===== config.mk =====
export PLATFORM = sky130hd
export DESIGN_NAME = tt_sweep_ctrl
export DESIGN_NICKNAME = d
export VERILOG_FILES = /design/src/rtl/tt_sweep_pkg.sv /design/src/rtl/tt_settle_cnt.sv /design/src/rtl/tt_sweep_ctrl.sv
export SDC_FILE = /design/constraint.sdc
export NUM_CORES = 1
export LEC_CHECK = 0
export ABC_AREA = 1
export BUFFER_PORTS_ARGS = -buffer_cell sky130_fd_sc_hd__buf_4
export CORE_MARGIN = 8
export CORE_UTILIZATION = 56
export CTS_CLUSTER_DIAMETER = 80
export CTS_CLUSTER_SIZE = 12
export DETAILED_ROUTE_END_ITERATION = 10
export GPL_ROUTABILITY_DRIVEN = 0
export PLACE_DENSITY = 0.9
export SYNTH_ARGS = -nofsm -noshare
export SYNTH_HDL_FRONTEND = slang
export SYNTH_SLANG_ARGS = --single-unit

===== constraint.sdc =====
create_clock -name clk -period 1.9 [get_ports clk]
set_input_delay 0.285 -clock clk [delete_from_list [all_inputs] [get_ports clk]]
set_output_delay 0.285 -clock clk [all_outputs]
set_load 0.005 [all_outputs]

===== src/rtl/tt_sweep_pkg.sv =====
// ---------------------------------------------------------------------------
// tt_sweep_pkg : shared types and constants for the truth-table sweep block
// Rev 1.0
// ---------------------------------------------------------------------------
`default_nettype none

package tt_sweep_pkg;

  typedef enum logic [1:0] {
    IDLE   = 2'd0,
    APPLY  = 2'd1,
    SAMPLE = 2'd2,
    FINISH = 2'd3
  } state_t;

  localparam int          VEC_W       = 4;
  localparam int          NUM_VEC     = 16;
  localparam logic [15:0] EXP_DEFAULT = 16'hCAFA;
  localparam int          SETTLE_MAX  = 15;

endpackage

`default_nettype wire


===== src/rtl/tt_settle_cnt.sv =====
// ---------------------------------------------------------------------------
// tt_settle_cnt : 4-bit settle counter, terminal when count == SETTLE-1
// Rev 1.0
// ---------------------------------------------------------------------------
`default_nettype none

module tt_settle_cnt
  import tt_sweep_pkg::*;
#(
  parameter int SETTLE = 2
) (
  input  logic clk,
  input  logic rst_n,
  input  logic i_clr,
  input  logic i_en,
  output logic o_term
);

  // Out-of-range settings are clamped so the terminal compare always hits.
  localparam int SETTLE_EFF = (SETTLE > SETTLE_MAX) ? SETTLE_MAX :
                              ((SETTLE < 1) ? 1 : SETTLE);

  logic [3:0] r_cnt;

  always_ff @(posedge clk or negedge rst_n) begin
    if (!rst_n) begin
      r_cnt <= 4'd0;
    end else if (i_clr) begin
      r_cnt <= 4'd0;
    end else if (i_en) begin
      r_cnt <= r_cnt + 4'd1;
    end
  end

  assign o_term = (r_cnt == 4'(SETTLE_EFF - 1));

endmodule

`default_nettype wire


===== src/rtl/tt_sweep_ctrl.sv =====
// ---------------------------------------------------------------------------
// tt_sweep_ctrl : steps a 4-input function through all vectors, captures and
//                 checks its truth table. Rev 1.0
// ---------------------------------------------------------------------------
`default_nettype none

module tt_sweep_ctrl
  import tt_sweep_pkg::*;
#(
  parameter int          SETTLE   = 2,
  parameter logic [15:0] EXPECTED = EXP_DEFAULT
) (
  input  logic             clk,
  input  logic             rst_n,
  input  logic             start,
  input  logic             abort,
  output logic [VEC_W-1:0] vec_o,
  output logic             vec_valid_o,
  input  logic             f_i,
  output logic             busy,
  output logic             done,
  output logic             pass,
  output logic [15:0]      captured,
  output logic [4:0]       err_count,
  output logic [3:0]       first_err_idx,
  output logic             first_err_vld
);

  state_t           r_state;
  logic [VEC_W-1:0] r_idx;
  logic             r_vec_valid;
  logic             r_busy;
  logic             r_done;
  logic             r_pass;
  logic [15:0]      r_captured;
  logic [4:0]       r_err_count;
  logic [3:0]       r_first_idx;
  logic             r_first_vld;

  logic w_term;
  logic w_mismatch;

  tt_settle_cnt #(.SETTLE(SETTLE)) u_settle (
    .clk    (clk),
    .rst_n  (rst_n),
    .i_clr  (r_state != APPLY),
    .i_en   (r_state == APPLY),
    .o_term (w_term)
  );

  assign w_mismatch = (f_i != EXPECTED[r_idx]);

  always_ff @(posedge clk or negedge rst_n) begin
    if (!rst_n) begin
      r_state     <= IDLE;
      r_idx       <= '0;
      r_vec_valid <= 1'b0;
      r_busy      <= 1'b0;
      r_done      <= 1'b0;
      r_pass      <= 1'b0;
      r_captured  <= '0;
      r_err_count <= '0;
      r_first_idx <= '0;
      r_first_vld <= 1'b0;
    end else begin
      case (r_state)
        IDLE: begin
          if (start && !abort) begin
            r_state     <= APPLY;
            r_idx       <= '0;
            r_vec_valid <= 1'b1;
            r_busy      <= 1'b1;
            r_pass      <= 1'b0;
            r_captured  <= '0;
            r_err_count <= '0;
            r_first_idx <= '0;
            r_first_vld <= 1'b0;
          end
        end
        APPLY: begin
          if (abort) begin
            r_state     <= IDLE;
            r_vec_valid <= 1'b0;
            r_busy      <= 1'b0;
            r_pass      <= 1'b0;
          end else if (w_term) begin
            r_state <= SAMPLE;
          end
        end
        SAMPLE: begin
          if (abort) begin
            r_state     <= IDLE;
            r_vec_valid <= 1'b0;
            r_busy      <= 1'b0;
            r_pass      <= 1'b0;
          end else begin
            r_captured[r_idx] <= f_i;
            if (w_mismatch) begin
              if (r_err_count != 5'(NUM_VEC)) begin
                r_err_count <= r_err_count + 5'd1;
              end
              if (!r_first_vld) begin
                r_first_idx <= r_idx;
                r_first_vld <= 1'b1;
              end
            end
            if (r_idx == VEC_W'(NUM_VEC - 1)) begin
              r_state     <= FINISH;
              r_vec_valid <= 1'b0;
              r_done      <= 1'b1;
            end else begin
              r_state <= APPLY;
              r_idx   <= r_idx + VEC_W'(1);
            end
          end
        end
        FINISH: begin
          // err_count already holds the last vector's result here.
          r_state <= IDLE;
          r_busy  <= 1'b0;
          r_done  <= 1'b0;
          r_pass  <= !abort && (r_err_count == 5'd0);
        end
        default: begin
          r_state <= IDLE;
        end
      endcase
    end
  end

  assign vec_o         = r_idx;
  assign vec_valid_o   = r_vec_valid;
  assign busy          = r_busy;
  // An abort arriving during FINISH must suppress the completion pulse.
  assign done          = r_done && !abort;
  assign pass          = r_pass;
  assign captured      = r_captured;
  assign err_count     = r_err_count;
  assign first_err_idx = r_first_idx;
  assign first_err_vld = r_first_vld;

endmodule

`default_nettype wire


==> metrics.txt, run 1 <==
# TYPE chip_impl_metric gauge
chip_impl_metric{name="mapped_cells",unit=""} 285
chip_impl_info{name="hold_path_end",value="r_done"} 1
chip_impl_metric{name="grt_remaining_overflow",unit=""} 0
chip_impl_metric{name="postCtsSetupRepairBufs",unit=""} 0
chip_impl_metric{name="htree_levels",unit=""} 2
chip_impl_metric{name="grt_pass1_wl",unit="mm"} 8.89
chip_impl_metric{name="nets",unit=""} 342
chip_impl_metric{name="pwr_density_cell",unit="mW/mm2"} 1120
chip_impl_metric{name="synth_cell_type_count",unit=""} 29
chip_impl_metric{name="vdd.ir_drop.worst",unit="mV"} 0.642
chip_impl_metric{name="worst_clock_skew",unit="ns"} 0.00651
chip_impl_info{name="min_from",value="abort"} 1
chip_impl_metric{name="placementRows",unit=""} 23
chip_impl_metric{name="post_layout_nonfiller_instances",unit=""} 375
chip_impl_metric{name="track_usage",unit="%"} 17.0
chip_impl_metric{name="worstPathMaxFanout",unit=""} 16
chip_impl_metric{name="wire_per_inst",unit="um"} 14.0
chip_impl_metric{name="core_region_area",unit="mm2"} 0.00403
chip_impl_metric{name="ys_ff_latch",unit=""} 40
chip_impl_metric{name="arr_time_crit_path",unit="ns"} 2.01
chip_impl_metric{name="worst-r2r-cell-count",unit=""} 9
chip_impl_metric{name="firstDrtPassIters",unit=""} 4
chip_impl_metric{name="io_buffer_count",unit=""} 38
chip_impl_metric{name="place_inst",unit=""} 367
chip_impl_metric{name="cpPeakStageDelay",unit="ns"} 0.39
chip_impl_metric{name="antenna_found_initial",unit=""} 0
chip_impl_metric{name="route.antenna.remaining_nets",unit=""} 0
chip_impl_info{name="timing.rr.start",value="r_state[0]"} 1
chip_impl_metric{name="worst-endpoint-required",unit="ns"} 2.10
chip_impl_info{name="critical_path.top_delay_family",value="buffers and inverters"} 1
chip_impl_metric{name="synth_fp_nets",unit=""} 302
chip_impl_metric{name="layout-area-overhead-vs-synth",unit="%"} 17.1
chip_impl_metric{name="ys.warnings.count",unit=""} 0
chip_impl_metric{name="num-fill-cells",unit=""} 324
chip_impl_info{name="critical_path_most_common_cell",value="sky130_fd_sc_hd__inv_1"} 1
chip_impl_metric{name="pin_count",unit=""} 39
chip_impl_metric{name="grt_start_max_net_pins",unit=""} 41
chip_impl_metric{name="clock_sinks",unit=""} 40
chip_impl_info{name="clk_root_buffer_cell",value="sky130_fd_sc_hd__clkbuf_8"} 1
chip_impl_metric{name="timing.critical_path.buf_inv",unit=""} 4
chip_impl_info{name="hold_path_class",value="in -> reg"} 1
chip_impl_info{name="worstSetupPathType",value="reg -> reg"} 1
chip_impl_metric{name="clock.fmax",unit="GHz"} 0.554
chip_impl_metric{name="worst_skew_pair_latency",unit="ns"} 0.30
chip_impl_metric{name="postLayoutCellArea",unit="mm2"} 0.00276
chip_impl_metric{name="worstMarginPinSlew",unit="ns"} 0.514
chip_impl_metric{name="die_width",unit="um"} 80.9
chip_impl_metric{name="final_hold_viol_count",unit=""} 0
chip_impl_metric{name="drv_cap",unit=""} 0
chip_impl_metric{name="start_util",unit="%"} 58.5
chip_impl_metric{name="clock_path_buffers",unit=""} 2
chip_impl_metric{name="post_route_cells_drive_above_1_share",unit="%"} 24.9
chip_impl_metric{name="floorplan.die.height",unit="um"} 80.9
chip_impl_metric{name="clk_pin_slew_worst_paths",unit="ns"} 0.07
chip_impl_metric{name="min_delay_path_depth",unit=""} 3
chip_impl_metric{name="route.detailed.vias_per_inst",unit=""} 5.34
chip_impl_metric{name="die_area",unit="mm2"} 0.00654
chip_impl_info{name="rsz_0062_raised_after_global_routing",value="yes"} 1
chip_impl_info{name="worst_setup_path_start_kind",value="flip-flop"} 1
chip_impl_metric{name="relSlewSlack",unit="%"} 65.7
chip_impl_metric{name="synth_seq_area_share",unit="%"} 42.5
chip_impl_metric{name="placement.cell_area",unit="mm2"} 0.00267
chip_impl_info{name="critical_path.reg2reg.endpoint",value="captured[4]"} 1
chip_impl_metric{name="report.final.slew_viol_count",unit=""} 0
chip_impl_info{name="crit_path_cell_trace",value="inv_1 > ha_1 > inv_1 > a21oi_4 > inv_2 > nand2_8 > inv_6 > nand3_4 > o21ai_0"} 1
chip_impl_metric{name="drt_wl_total",unit="mm"} 5.24
chip_impl_metric{name="synth_area",unit="mm2"} 0.00236
chip_impl_info{name="crit_path_top_delay_cell",value="sky130_fd_sc_hd__dfrtp_1"} 1
chip_impl_metric{name="period_share",unit="%"} 95.0
chip_impl_metric{name="insertedDiodeCount",unit=""} 0
chip_impl_metric{name="detail_route.iter0.violations",unit=""} 224
chip_impl_metric{name="remaining_drc_errors",unit=""} 0
chip_impl_metric{name="first_global_vias",unit=""} 2010
chip_impl_info{name="run_status",value="complete, no violations"} 1
chip_impl_info{name="cts_tree",value="done"} 1
chip_impl_metric{name="detailroute.via_count",unit=""} 2004
chip_impl_metric{name="period_minus_slack",unit="ns"} 1.80
chip_impl_metric{name="hpwlAfterDp",unit="mm"} 3.83
chip_impl_info{name="cp-end-kind",value="flip-flop"} 1
chip_impl_metric{name="synthesis.area_per_instance",unit="um2"} 8.27
chip_impl_metric{name="reg2reg_setup_slack",unit="ns"} 0.1
chip_impl_metric{name="setup_violations",unit=""} 0
chip_impl_metric{name="power.leakage",unit="nW"} 1.37
chip_impl_metric{name="cts_inserted_buffers",unit=""} 5
==> registers in the layout, summed over array words and instances, names as in the netlist <==
register	flops
err_count	5
r_done	1
vec_o	4
pass	1
vec_valid_o	1
u_settle.r_cnt	4
r_state	2
first_err_idx	4
first_err_vld	1
busy	1
captured	16
==> synthesized netlist by cell type <==
cell	n	area [um2]
sky130_fd_sc_hd__inv_2	3	11.3
sky130_fd_sc_hd__o21ai_2	21	184
sky130_fd_sc_hd__xor2_1	3	26.3
sky130_fd_sc_hd__nand2_1	55	206
sky130_fd_sc_hd__a21oi_4	1	16.3
sky130_fd_sc_hd__nand2_2	1	6.26
sky130_fd_sc_hd__dfrtp_1	40	1000
sky130_fd_sc_hd__nand2_8	1	20.0
sky130_fd_sc_hd__nand2_4	1	11.3
sky130_fd_sc_hd__buf_12	1	20.0
sky130_fd_sc_hd__o31ai_1	1	7.51
sky130_fd_sc_hd__nor2_1	40	150
sky130_fd_sc_hd__nand4_1	12	75.1
sky130_fd_sc_hd__buf_2	3	15.0
sky130_fd_sc_hd__nand3_4	1	17.5
sky130_fd_sc_hd__o21ai_1	4	20.0
sky130_fd_sc_hd__o21ai_0	16	80.1
sky130_fd_sc_hd__inv_1	37	139
sky130_fd_sc_hd__ha_1	12	150
sky130_fd_sc_hd__clkinv_2	1	5.00
sky130_fd_sc_hd__a31oi_1	3	18.8
sky130_fd_sc_hd__nor2_2	1	6.26
sky130_fd_sc_hd__nand3_1	16	80.1
sky130_fd_sc_hd__buf_6	3	33.8
sky130_fd_sc_hd__inv_6	1	8.76
sky130_fd_sc_hd__xnor2_1	1	8.76
sky130_fd_sc_hd__a21oi_1	2	10.0
sky130_fd_sc_hd__buf_4	3	22.5
sky130_fd_sc_hd__o22ai_1	1	6.26
==> cells in the final DEF, fill, tap and decap left out, types with 2 or more instances in the layout <==
master                     instances
sky130_fd_sc_hd__dfrtp_1          40
sky130_fd_sc_hd__xor2_1            3
sky130_fd_sc_hd__nor2_1           40
sky130_fd_sc_hd__a31oi_1           3
sky130_fd_sc_hd__ha_1             12
sky130_fd_sc_hd__o21ai_0          15
sky130_fd_sc_hd__inv_2             3
sky130_fd_sc_hd__o21ai_1           5
sky130_fd_sc_hd__clkinv_2          2
sky130_fd_sc_hd__o21ai_2          21
sky130_fd_sc_hd__buf_12            2
sky130_fd_sc_hd__nand4_1          12
sky130_fd_sc_hd__buf_4            40
sky130_fd_sc_hd__inv_1            37
sky130_fd_sc_hd__a21oi_1           2
sky130_fd_sc_hd__nand2_1          55
sky130_fd_sc_hd__nand3_1          15
sky130_fd_sc_hd__clkbuf_8          5
==> power breakdown <==
group          internal, W  switching, W
Sequential        0.000961     0.0000973
Combinational     0.000567      0.000937
Clock             0.000250      0.000287
==> area by class of cell <==
type                            instances  area, um2  area share, %
Clock buffer                            6       72.6           2.63
Clock inverter                          1       5.00          0.181
Inverter                               42        164           5.94
Multi-Input combinational cell        193       1110           40.1
Sequential cell                        40       1000           36.2
Tap cell                               50       62.6           2.27
Timing Repair Buffer                   43        350           12.7
==> worst reg2reg max path, stage by stage (launching register included) <==
cell	delay [ns]
sky130_fd_sc_hd__dfrtp_1	0.39
sky130_fd_sc_hd__inv_1	0.08
sky130_fd_sc_hd__ha_1	0.22
sky130_fd_sc_hd__inv_1	0.16
sky130_fd_sc_hd__a21oi_4	0.05
sky130_fd_sc_hd__inv_2	0.12
sky130_fd_sc_hd__nand2_8	0.09
sky130_fd_sc_hd__inv_6	0.13
sky130_fd_sc_hd__nand3_4	0.23
sky130_fd_sc_hd__o21ai_0	0.25
==> what timing repair did <==
action / CTS / global route
endpoints found under the setup margin: 0 / 14
resized for setup: 0 / 2
hold endpoints to repair: 40 / 0
hold buffers: 1 / 0
==> cells by family after synthesis <==
family / share of synthesized area, %
and+or+nand+nor: 24.3
buffers and inverters: 10.8
AOI/OAI and AO/OA: 14.5
DFF: 42.5
adders and majority gates: 6.37
xor gates and xnor gates: 1.49
==> how the worst max path moves through the flow <==
stage	from	end	slack, ns	cells after the start
2_1_floorplan	r_state[0]	captured[0]	0.35	10
3_3_place_gp	r_state[0]	captured[3]	0.13	9
3_5_place_dp	r_state[0]	err_count[0]	0.06	7
4_1_cts	r_state[0]	err_count[0]	0.04	7
5_1_grt	r_state[0]	captured[4]	-0.04	9
6_report	r_state[0]	captured[4]	0.1	9
==> metal layers <==
metal	global-route usage (%)	routed length [um]	vias up
met5	0	0	-
met4	7.32	71	0
met3	2.76	318	7
met2	30.0	2560	57
met1	19.8	2290	944
li1	-	-	996
==> per-stage QoR <==
step | worst slack, ns | hold slack (ns) | total power, W | utilization (%) | TNS, ns
2_1_floorplan | 0.348 | -0.0106 | 0.00222 | - | 0
4_1_cts | 0.0434 | 0.313 | 0.00310 | 68.4 | 0
5_1_grt | -0.0433 | 0.321 | 0.00332 | 68.5 | -0.186
6_report | 0.0958 | 0.313 | 0.00310 | 68.5 | 0
3_3_place_gp | 0.133 | 0.283 | 0.00250 | 66.2 | 0
3_5_place_dp | 0.0642 | 0.291 | 0.00256 | 66.2 | 0
(Power assumes the default switching activity.)
==> run 2, diff against run 1 <==
--- a/config.mk
+++ b/config.mk
@@ -8,12 +8,12 @@
 export ABC_AREA = 1
 export BUFFER_PORTS_ARGS = -buffer_cell sky130_fd_sc_hd__buf_4
 export CORE_MARGIN = 8
-export CORE_UTILIZATION = 56
+export CORE_UTILIZATION = 60
 export CTS_CLUSTER_DIAMETER = 80
 export CTS_CLUSTER_SIZE = 12
 export DETAILED_ROUTE_END_ITERATION = 10
 export GPL_ROUTABILITY_DRIVEN = 0
-export PLACE_DENSITY = 0.9
+export PLACE_DENSITY = 0.95
 export SYNTH_ARGS = -nofsm -noshare
 export SYNTH_HDL_FRONTEND = slang
 export SYNTH_SLANG_ARGS = --single-unit
==> constraint.sdc (replaced) <==
create_clock -name clk -period 2.3 [get_ports clk]
set_input_delay 0.345 -clock clk [delete_from_list [all_inputs] [get_ports clk]]
set_output_delay 0.345 -clock clk [all_outputs]
set_load 0.005 [all_outputs]
==> metrics.txt, run 2 (synthesis gave the netlist of run 1 again) <==
# TYPE chip_impl_metric gauge
chip_impl_metric{name="clock_path_buffers",unit=""} 2
chip_impl_metric{name="insertedDiodeCount",unit=""} 0
chip_impl_info{name="cp-end-kind",value="flip-flop"} 1
chip_impl_metric{name="report.final.slew_viol_count",unit=""} 0
chip_impl_metric{name="final_util",unit="%"} 73.9
chip_impl_metric{name="placementRows",unit=""} 22
chip_impl_metric{name="grt_remaining_overflow",unit=""} 0
chip_impl_metric{name="fin_hold_ws",unit="ns"} 0.00791
chip_impl_metric{name="relSlewSlack",unit="%"} 66.8
chip_impl_metric{name="drt_wl_total",unit="mm"} 5.39
chip_impl_metric{name="final_hold_viol_count",unit=""} 0
chip_impl_metric{name="postCtsSetupRepairBufs",unit=""} 0
chip_impl_metric{name="cts_inserted_buffers",unit=""} 5
chip_impl_metric{name="io_buffer_count",unit=""} 38
chip_impl_metric{name="drv_cap",unit=""} 0
chip_impl_metric{name="worst_skew_pair_latency",unit="ns"} 0.29
chip_impl_metric{name="track_usage",unit="%"} 17.6
chip_impl_metric{name="period_minus_slack",unit="ns"} 1.94
chip_impl_metric{name="clock_sinks",unit=""} 40
chip_impl_metric{name="route.antenna.remaining_nets",unit=""} 0
chip_impl_metric{name="floorplan.die.height",unit="um"} 78.7
chip_impl_metric{name="wire_per_inst",unit="um"} 14.5
chip_impl_metric{name="grt_start_max_net_pins",unit=""} 41
chip_impl_metric{name="first_global_vias",unit=""} 1938
chip_impl_metric{name="cts_hold_buf",unit=""} 0
chip_impl_metric{name="detail_route.iter0.violations",unit=""} 255
chip_impl_info{name="cts_tree",value="done"} 1
chip_impl_info{name="run_status",value="complete, no violations"} 1
chip_impl_metric{name="firstDrtPassIters",unit=""} 4
chip_impl_info{name="worstSetupPathType",value="reg -> reg"} 1
chip_impl_metric{name="reg2reg_setup_slack",unit="ns"} 0.36
chip_impl_metric{name="pin_count",unit=""} 39
chip_impl_metric{name="remaining_drc_errors",unit=""} 0
chip_impl_metric{name="core_region_area",unit="mm2"} 0.00372
chip_impl_metric{name="cts.repair.resized",unit=""} 0
chip_impl_metric{name="antenna_found_initial",unit=""} 0
chip_impl_metric{name="worst-endpoint-required",unit="ns"} 2.50
chip_impl_metric{name="start_util",unit="%"} 63.4
chip_impl_metric{name="hpwlAfterDp",unit="mm"} 3.97
chip_impl_metric{name="worst_clock_skew",unit="ns"} 0.00832
chip_impl_metric{name="route.detailed.vias_per_inst",unit=""} 5.42
chip_impl_info{name="mostFrequentLayoutCells",value="sky130_fd_sc_hd__nand2_1 (55), sky130_fd_sc_hd__buf_4 (41), sky130_fd_sc_hd__nor2_1 (40), sky130_fd_sc_hd__dfrtp_1 (40), sky130_fd_sc_hd__inv_1 (37)"} 1
chip_impl_info{name="critical_path.reg2reg.endpoint",value="captured[5]"} 1
chip_impl_metric{name="nets",unit=""} 340
chip_impl_info{name="timing.rr.start",value="r_state[0]"} 1
chip_impl_metric{name="vdd.ir_drop.worst",unit="mV"} 0.619
chip_impl_metric{name="die_area",unit="mm2"} 0.00619
chip_impl_metric{name="clock.fmax",unit="GHz"} 0.516
chip_impl_metric{name="power.leakage",unit="nW"} 1.36
chip_impl_metric{name="final.setup.tns",unit="ns"} 0
chip_impl_info{name="hold_path_class",value="in -> async"} 1
chip_impl_metric{name="worstMarginPinSlew",unit="ns"} 0.497
chip_impl_info{name="clk_root_buffer_cell",value="sky130_fd_sc_hd__clkbuf_8"} 1
chip_impl_metric{name="clk_pin_slew_worst_paths",unit="ns"} 0.07
chip_impl_metric{name="worstPathMaxFanout",unit=""} 25
chip_impl_info{name="layout_commonest_cell",value="sky130_fd_sc_hd__nand2_1"} 1
chip_impl_metric{name="pwr_density_cell",unit="mW/mm2"} 949
chip_impl_metric{name="dpl_worst_slack",unit="ns"} 0.388
chip_impl_metric{name="worst-r2r-cell-count",unit=""} 9
chip_impl_metric{name="period_share",unit="%"} 84.3
chip_impl_info{name="worst_setup_path_start_kind",value="flip-flop"} 1
chip_impl_metric{name="detailroute.via_count",unit=""} 2018
chip_impl_metric{name="grt_pass1_wl",unit="mm"} 9.03
chip_impl_metric{name="arr_time_crit_path",unit="ns"} 2.14
chip_impl_metric{name="post_route_cells_drive_above_1_share",unit="%"} 25.0
chip_impl_metric{name="num-fill-cells",unit=""} 282
chip_impl_metric{name="htree_levels",unit=""} 2
chip_impl_metric{name="layout-area-overhead-vs-synth",unit="%"} 16.5
chip_impl_metric{name="largest_reg_flops",unit=""} 16
chip_impl_metric{name="die_width",unit="um"} 78.7
chip_impl_metric{name="setup_violations",unit=""} 0
chip_impl_metric{name="worst_setup_slack_after_layout",unit="ns"} 0.362
chip_impl_info{name="rsz_0062_raised_after_global_routing",value="no"} 1
-- run 2: cell types whose count changed in the layout (fill, tap and decap cells not counted) --
| cell | change |
|---|---|
| sky130_fd_sc_hd__buf_12 | -2 |
| sky130_fd_sc_hd__buf_4 | +1 |
| sky130_fd_sc_hd__bufinv_16 | +1 |
| sky130_fd_sc_hd__clkbuf_1 | -1 |
| sky130_fd_sc_hd__clkinvlp_4 | +1 |
| sky130_fd_sc_hd__dlygate4sd3_1 | -1 |
| sky130_fd_sc_hd__nand3_1 | +1 |
| sky130_fd_sc_hd__nand3_2 | -1 |
| sky130_fd_sc_hd__o21ai_0 | +1 |
| sky130_fd_sc_hd__o21ai_1 | -1 |
-- run 2: worst max path at each step --
| stage | from | end | slack [ns] |
|---|---|---|---|
| 2_1_floorplan | r_state[0] | captured[0] | 0.75 |
| 5_1_grt | r_state[0] | err_count[0] | 0.20 |
| 6_report | r_state[0] | captured[5] | 0.36 |
| 3_3_place_gp | r_state[0] | err_count[4] | 0.49 |
| 4_1_cts | r_state[0] | captured[5] | 0.37 |
| 3_5_place_dp | r_state[0] | captured[5] | 0.39 |
-- run 2: final cells by class --
cell class	instances	area, um2	share of cell area, %
clock inverter	3	42.5	1.55
clock buffer	5	68.8	2.51
multi-input combinational	193	1100	40.1
timing repair buffer	41	308	11.2
sequential	40	1000	36.5
inverter	42	164	5.97
tap	48	60.1	2.19
-- run 2: worst max-delay path, cell delays in order (launching register included) --
cell and delay, ns:
sky130_fd_sc_hd__dfrtp_1 0.41, sky130_fd_sc_hd__inv_1 0.08, sky130_fd_sc_hd__ha_1 0.22, sky130_fd_sc_hd__inv_1 0.17
sky130_fd_sc_hd__a21oi_4 0.05, sky130_fd_sc_hd__inv_2 0.11, sky130_fd_sc_hd__nand2_8 0.08, sky130_fd_sc_hd__inv_6 0.20
sky130_fd_sc_hd__nand3_4 0.26, sky130_fd_sc_hd__o21ai_0 0.26
-- run 2: routing by layer --
| layer | track usage [%] | wire, um |
|---|---|---|
| met3 | 3.64 | 330 |
| met4 | 7.22 | 97 |
| met5 | 0 | 0 |
| met2 | 29.2 | 2680 |
| met1 | 21.8 | 2270 |
-- run 2: power breakdown --
group          leakage [nW]  switching (W)  internal, W
sequential            0.550      0.0000842     0.000793
clock                0.0541       0.000249     0.000321
combinational         0.756       0.000760     0.000397
-- run 2: metrics by stage --
stage                     instance area [um2]  cells  power, W
after floorplan                          2360    285   0.00183
after global placement                   2630    364   0.00199
after detailed placement                 2630    364   0.00204
after CTS                                2750    372   0.00261
after global routing                     2750    372   0.00277
final                                    2750    372   0.00260
==> run 3, diff against run 2 <==
--- a/config.mk
+++ b/config.mk
@@ -8,12 +8,12 @@
 export ABC_AREA = 1
 export BUFFER_PORTS_ARGS = -buffer_cell sky130_fd_sc_hd__buf_4
 export CORE_MARGIN = 8
-export CORE_UTILIZATION = 60
+export CORE_UTILIZATION = 56
 export CTS_CLUSTER_DIAMETER = 80
 export CTS_CLUSTER_SIZE = 12
 export DETAILED_ROUTE_END_ITERATION = 10
 export GPL_ROUTABILITY_DRIVEN = 0
-export PLACE_DENSITY = 0.95
+export PLACE_DENSITY = 0.9
 export SYNTH_ARGS = -nofsm -noshare
 export SYNTH_HDL_FRONTEND = slang
 export SYNTH_SLANG_ARGS = --single-unit
==> constraint.sdc (replaced) <==
create_clock -name clk -period 1.8 [get_ports clk]
set_input_delay 0.27 -clock clk [delete_from_list [all_inputs] [get_ports clk]]
set_output_delay 0.27 -clock clk [all_outputs]
set_load 0.005 [all_outputs]
==> metrics.txt, run 3 (synthesis gave the netlist of run 1 again) <==
# TYPE chip_impl_metric gauge
chip_impl_metric{name="reg2reg_setup_slack",unit="ns"} 0.09
chip_impl_metric{name="clock.fmax",unit="GHz"} 0.584
chip_impl_metric{name="drt_wl_total",unit="mm"} 5.35
chip_impl_metric{name="layout-area-overhead-vs-synth",unit="%"} 19.0
chip_impl_metric{name="insertedDiodeCount",unit=""} 0
chip_impl_metric{name="wl_met3",unit="um"} 297
chip_impl_metric{name="fin_hold_ws",unit="ns"} 0.302
chip_impl_metric{name="cts_inserted_buffers",unit=""} 5
chip_impl_metric{name="internal_power",unit="W"} 0.00189
chip_impl_metric{name="hpwlAfterDp",unit="mm"} 3.81
chip_impl_metric{name="arr_time_crit_path",unit="ns"} 1.88
chip_impl_metric{name="nets",unit=""} 348
chip_impl_metric{name="route.detailed.vias_per_inst",unit=""} 5.36
chip_impl_metric{name="sw_frac_of_total",unit="%"} 43.1
chip_impl_metric{name="worst_clock_skew",unit="ns"} 0.00131
chip_impl_metric{name="track_usage",unit="%"} 16.9
chip_impl_metric{name="clock_power_share",unit="%"} 16.8
chip_impl_metric{name="floorplan.die.height",unit="um"} 80.9
chip_impl_metric{name="relSlewSlack",unit="%"} 66.0
chip_impl_metric{name="worst-r2r-cell-count",unit=""} 11
chip_impl_info{name="critical_path.reg2reg.endpoint",value="captured[7]"} 1
chip_impl_metric{name="start_util",unit="%"} 58.5
chip_impl_info{name="critical_path.startpoint",value="r_state[0]"} 1
chip_impl_metric{name="overall_power",unit="W"} 0.00332
chip_impl_metric{name="detail_route.iter0.violations",unit=""} 153
chip_impl_metric{name="grt_remaining_overflow",unit=""} 0
chip_impl_metric{name="postLayoutCellArea",unit="mm2"} 0.00281
chip_impl_metric{name="multi_input_area",unit="mm2"} 0.00113
chip_impl_info{name="worstSetupPathType",value="reg -> reg"} 1
chip_impl_info{name="cp-end-kind",value="flip-flop"} 1
chip_impl_metric{name="pwr_density_cell",unit="mW/mm2"} 1180
chip_impl_info{name="worst_setup_path_start_kind",value="flip-flop"} 1
chip_impl_metric{name="final_hold_viol_count",unit=""} 0
chip_impl_info{name="run_status",value="complete, no violations"} 1
chip_impl_metric{name="combinationalPowerShare",unit="%"} 49.4
chip_impl_metric{name="placement.cell_area",unit="mm2"} 0.00266
chip_impl_metric{name="power.leakage",unit="nW"} 1.38
chip_impl_metric{name="largest_reg_flops",unit=""} 16
chip_impl_metric{name="post_route_cells_drive_above_1_share",unit="%"} 27.2
chip_impl_metric{name="vdd.ir_drop.worst",unit="mV"} 0.695
chip_impl_metric{name="wire_per_inst",unit="um"} 14.0
chip_impl_info{name="clk_root_buffer_cell",value="sky130_fd_sc_hd__clkbuf_8"} 1
chip_impl_metric{name="power.sequential.fraction",unit="%"} 33.7
chip_impl_metric{name="die_area",unit="mm2"} 0.00654
chip_impl_metric{name="remaining_drc_errors",unit=""} 0
chip_impl_metric{name="core_region_area",unit="mm2"} 0.00403
chip_impl_metric{name="worstPathMaxFanout",unit=""} 18
chip_impl_info{name="min_from",value="abort"} 1
chip_impl_metric{name="net-switching-power",unit="W"} 0.00143
chip_impl_metric{name="met1Wirelength",unit="mm"} 2.30
chip_impl_metric{name="pin_count",unit=""} 39
chip_impl_metric{name="worst-endpoint-required",unit="ns"} 1.97
chip_impl_metric{name="drv_cap",unit=""} 0
chip_impl_metric{name="grt_start_max_net_pins",unit=""} 41
chip_impl_info{name="cts_tree",value="done"} 1
chip_impl_info{name="mostFrequentLayoutCells",value="sky130_fd_sc_hd__nand2_1 (55), sky130_fd_sc_hd__buf_4 (46), sky130_fd_sc_hd__nor2_1 (40), sky130_fd_sc_hd__dfrtp_1 (40), sky130_fd_sc_hd__inv_1 (36)"} 1
chip_impl_metric{name="worst_setup_slack_after_layout",unit="ns"} 0.0866
chip_impl_metric{name="clk_pin_slew_worst_paths",unit="ns"} 0.07
chip_impl_metric{name="worst_skew_pair_latency",unit="ns"} 0.29
chip_impl_info{name="highest-signal-layer",value="met4"} 1
chip_impl_metric{name="antenna_found_initial",unit=""} 0
chip_impl_metric{name="min_delay_path_depth",unit=""} 3
chip_impl_info{name="timing.rr.start",value="r_state[0]"} 1
chip_impl_metric{name="report.final.slew_viol_count",unit=""} 0
chip_impl_metric{name="die_width",unit="um"} 80.9
chip_impl_metric{name="placementRows",unit=""} 23
chip_impl_metric{name="period_minus_slack",unit="ns"} 1.71
chip_impl_metric{name="dpl_worst_slack",unit="ns"} -0.0399
chip_impl_metric{name="firstDrtPassIters",unit=""} 4
chip_impl_metric{name="regArea",unit="mm2"} 0.00100
chip_impl_info{name="crit_path_end",value="captured[7]"} 1
chip_impl_metric{name="setup_violations",unit=""} 0
chip_impl_metric{name="route.antenna.remaining_nets",unit=""} 0
chip_impl_metric{name="clock_sinks",unit=""} 40
chip_impl_metric{name="htree_levels",unit=""} 2
chip_impl_info{name="layout_commonest_cell",value="sky130_fd_sc_hd__nand2_1"} 1
chip_impl_metric{name="first_global_vias",unit=""} 1912
chip_impl_metric{name="worstMarginPinSlew",unit="ns"} 0.510
chip_impl_metric{name="grt_pass1_wl",unit="mm"} 8.91
chip_impl_metric{name="met2_length",unit="mm"} 2.66
chip_impl_metric{name="clock_path_buffers",unit=""} 2
chip_impl_metric{name="detailroute.via_count",unit=""} 2041
chip_impl_info{name="hold_path_class",value="in -> reg"} 1
chip_impl_metric{name="io_buffer_count",unit=""} 38
chip_impl_metric{name="num-fill-cells",unit=""} 324
chip_impl_metric{name="period_share",unit="%"} 95.2
[run 3: cell count changes in the layout (fill, tap and decap cells not counted), sizes merged]
cell | previous run | this run
nand3 | 17 | 18
buf | 41 | 47
clkinvlp | 1 | 0
clkbuf | 5 | 6
dlygate4sd3 | 0 | 1
bufinv | 1 | 0
[run 3: per-stage QoR]
step / instances / setup TNS, ns / utilization [%]
2_1_floorplan: 285 / 0 / -
3_3_place_gp: 369 / 0 / 66.0
3_5_place_dp: 369 / -0.0780 / 66.0
4_1_cts: 378 / 0 / 68.4
5_1_grt: 381 / -0.00826 / 69.6
6_report: 381 / 0 / 69.6
[run 3: how the worst min path moves through the flow]
stage / endpoint / slack [ns]
after floorplan: busy / -0.03
after global placement: u_settle.r_cnt[2] / 0.27
after detailed placement: u_settle.r_cnt[0] / 0.28
after CTS: r_done / 0.30
after global routing: r_done / 0.32
final: r_done / 0.30
[run 3: layout make-up]
| type | instances | share of cell area (%) |
|---|---|---|
| Clock buffer | 6 | 2.59 |
| Clock inverter | 1 | 0.178 |
| Inverter | 42 | 5.93 |
| Multi-Input combinational cell | 194 | 40.3 |
| Sequential cell | 40 | 35.7 |
| Tap cell | 50 | 2.23 |
| Timing Repair Buffer | 48 | 13.1 |
[run 3: power by group through the flow]
stage | registers (W) | clock network (W) | logic, W
final | 0.00112 | 0.000559 | 0.00164
after global routing | 0.00114 | 0.000614 | 0.00182
after CTS | 0.00112 | 0.000566 | 0.00152
after detailed placement | 0.00114 | 0 | 0.00150
after global placement | 0.00113 | 0 | 0.00145
after floorplan | 0.00112 | 0 | 0.00122
[run 3: per-layer routing]
metal / GRT usage [%] / vias up
met2: 28.2 / 53
li1: - / 1006
met1: 21.0 / 970
met4: 5.71 / 0
met5: 0 / -
met3: 3.64 / 12
[run 3: repair_timing]
action	CTS	global route
hold buffers	1	0
gates cloned	1	0
endpoints found under the setup margin	9	28
endpoints found under the hold margin	40	0
pin swaps	1	0
resized for setup	1	6
buffers inserted	0	3
[run 3: worst max-delay path: stages, from the launching register on]
cell,delay (ns)
sky130_fd_sc_hd__dfrtp_1,0.39
sky130_fd_sc_hd__inv_1,0.09
sky130_fd_sc_hd__ha_1,0.24
sky130_fd_sc_hd__inv_2,0.12
sky130_fd_sc_hd__a21oi_4,0.05
sky130_fd_sc_hd__inv_2,0.12
sky130_fd_sc_hd__nand2_8,0.09
sky130_fd_sc_hd__inv_8,0.13
sky130_fd_sc_hd__buf_6,0.17
sky130_fd_sc_hd__o21ai_2,0.06
sky130_fd_sc_hd__nand2_1,0.05
sky130_fd_sc_hd__o21ai_1,0.07
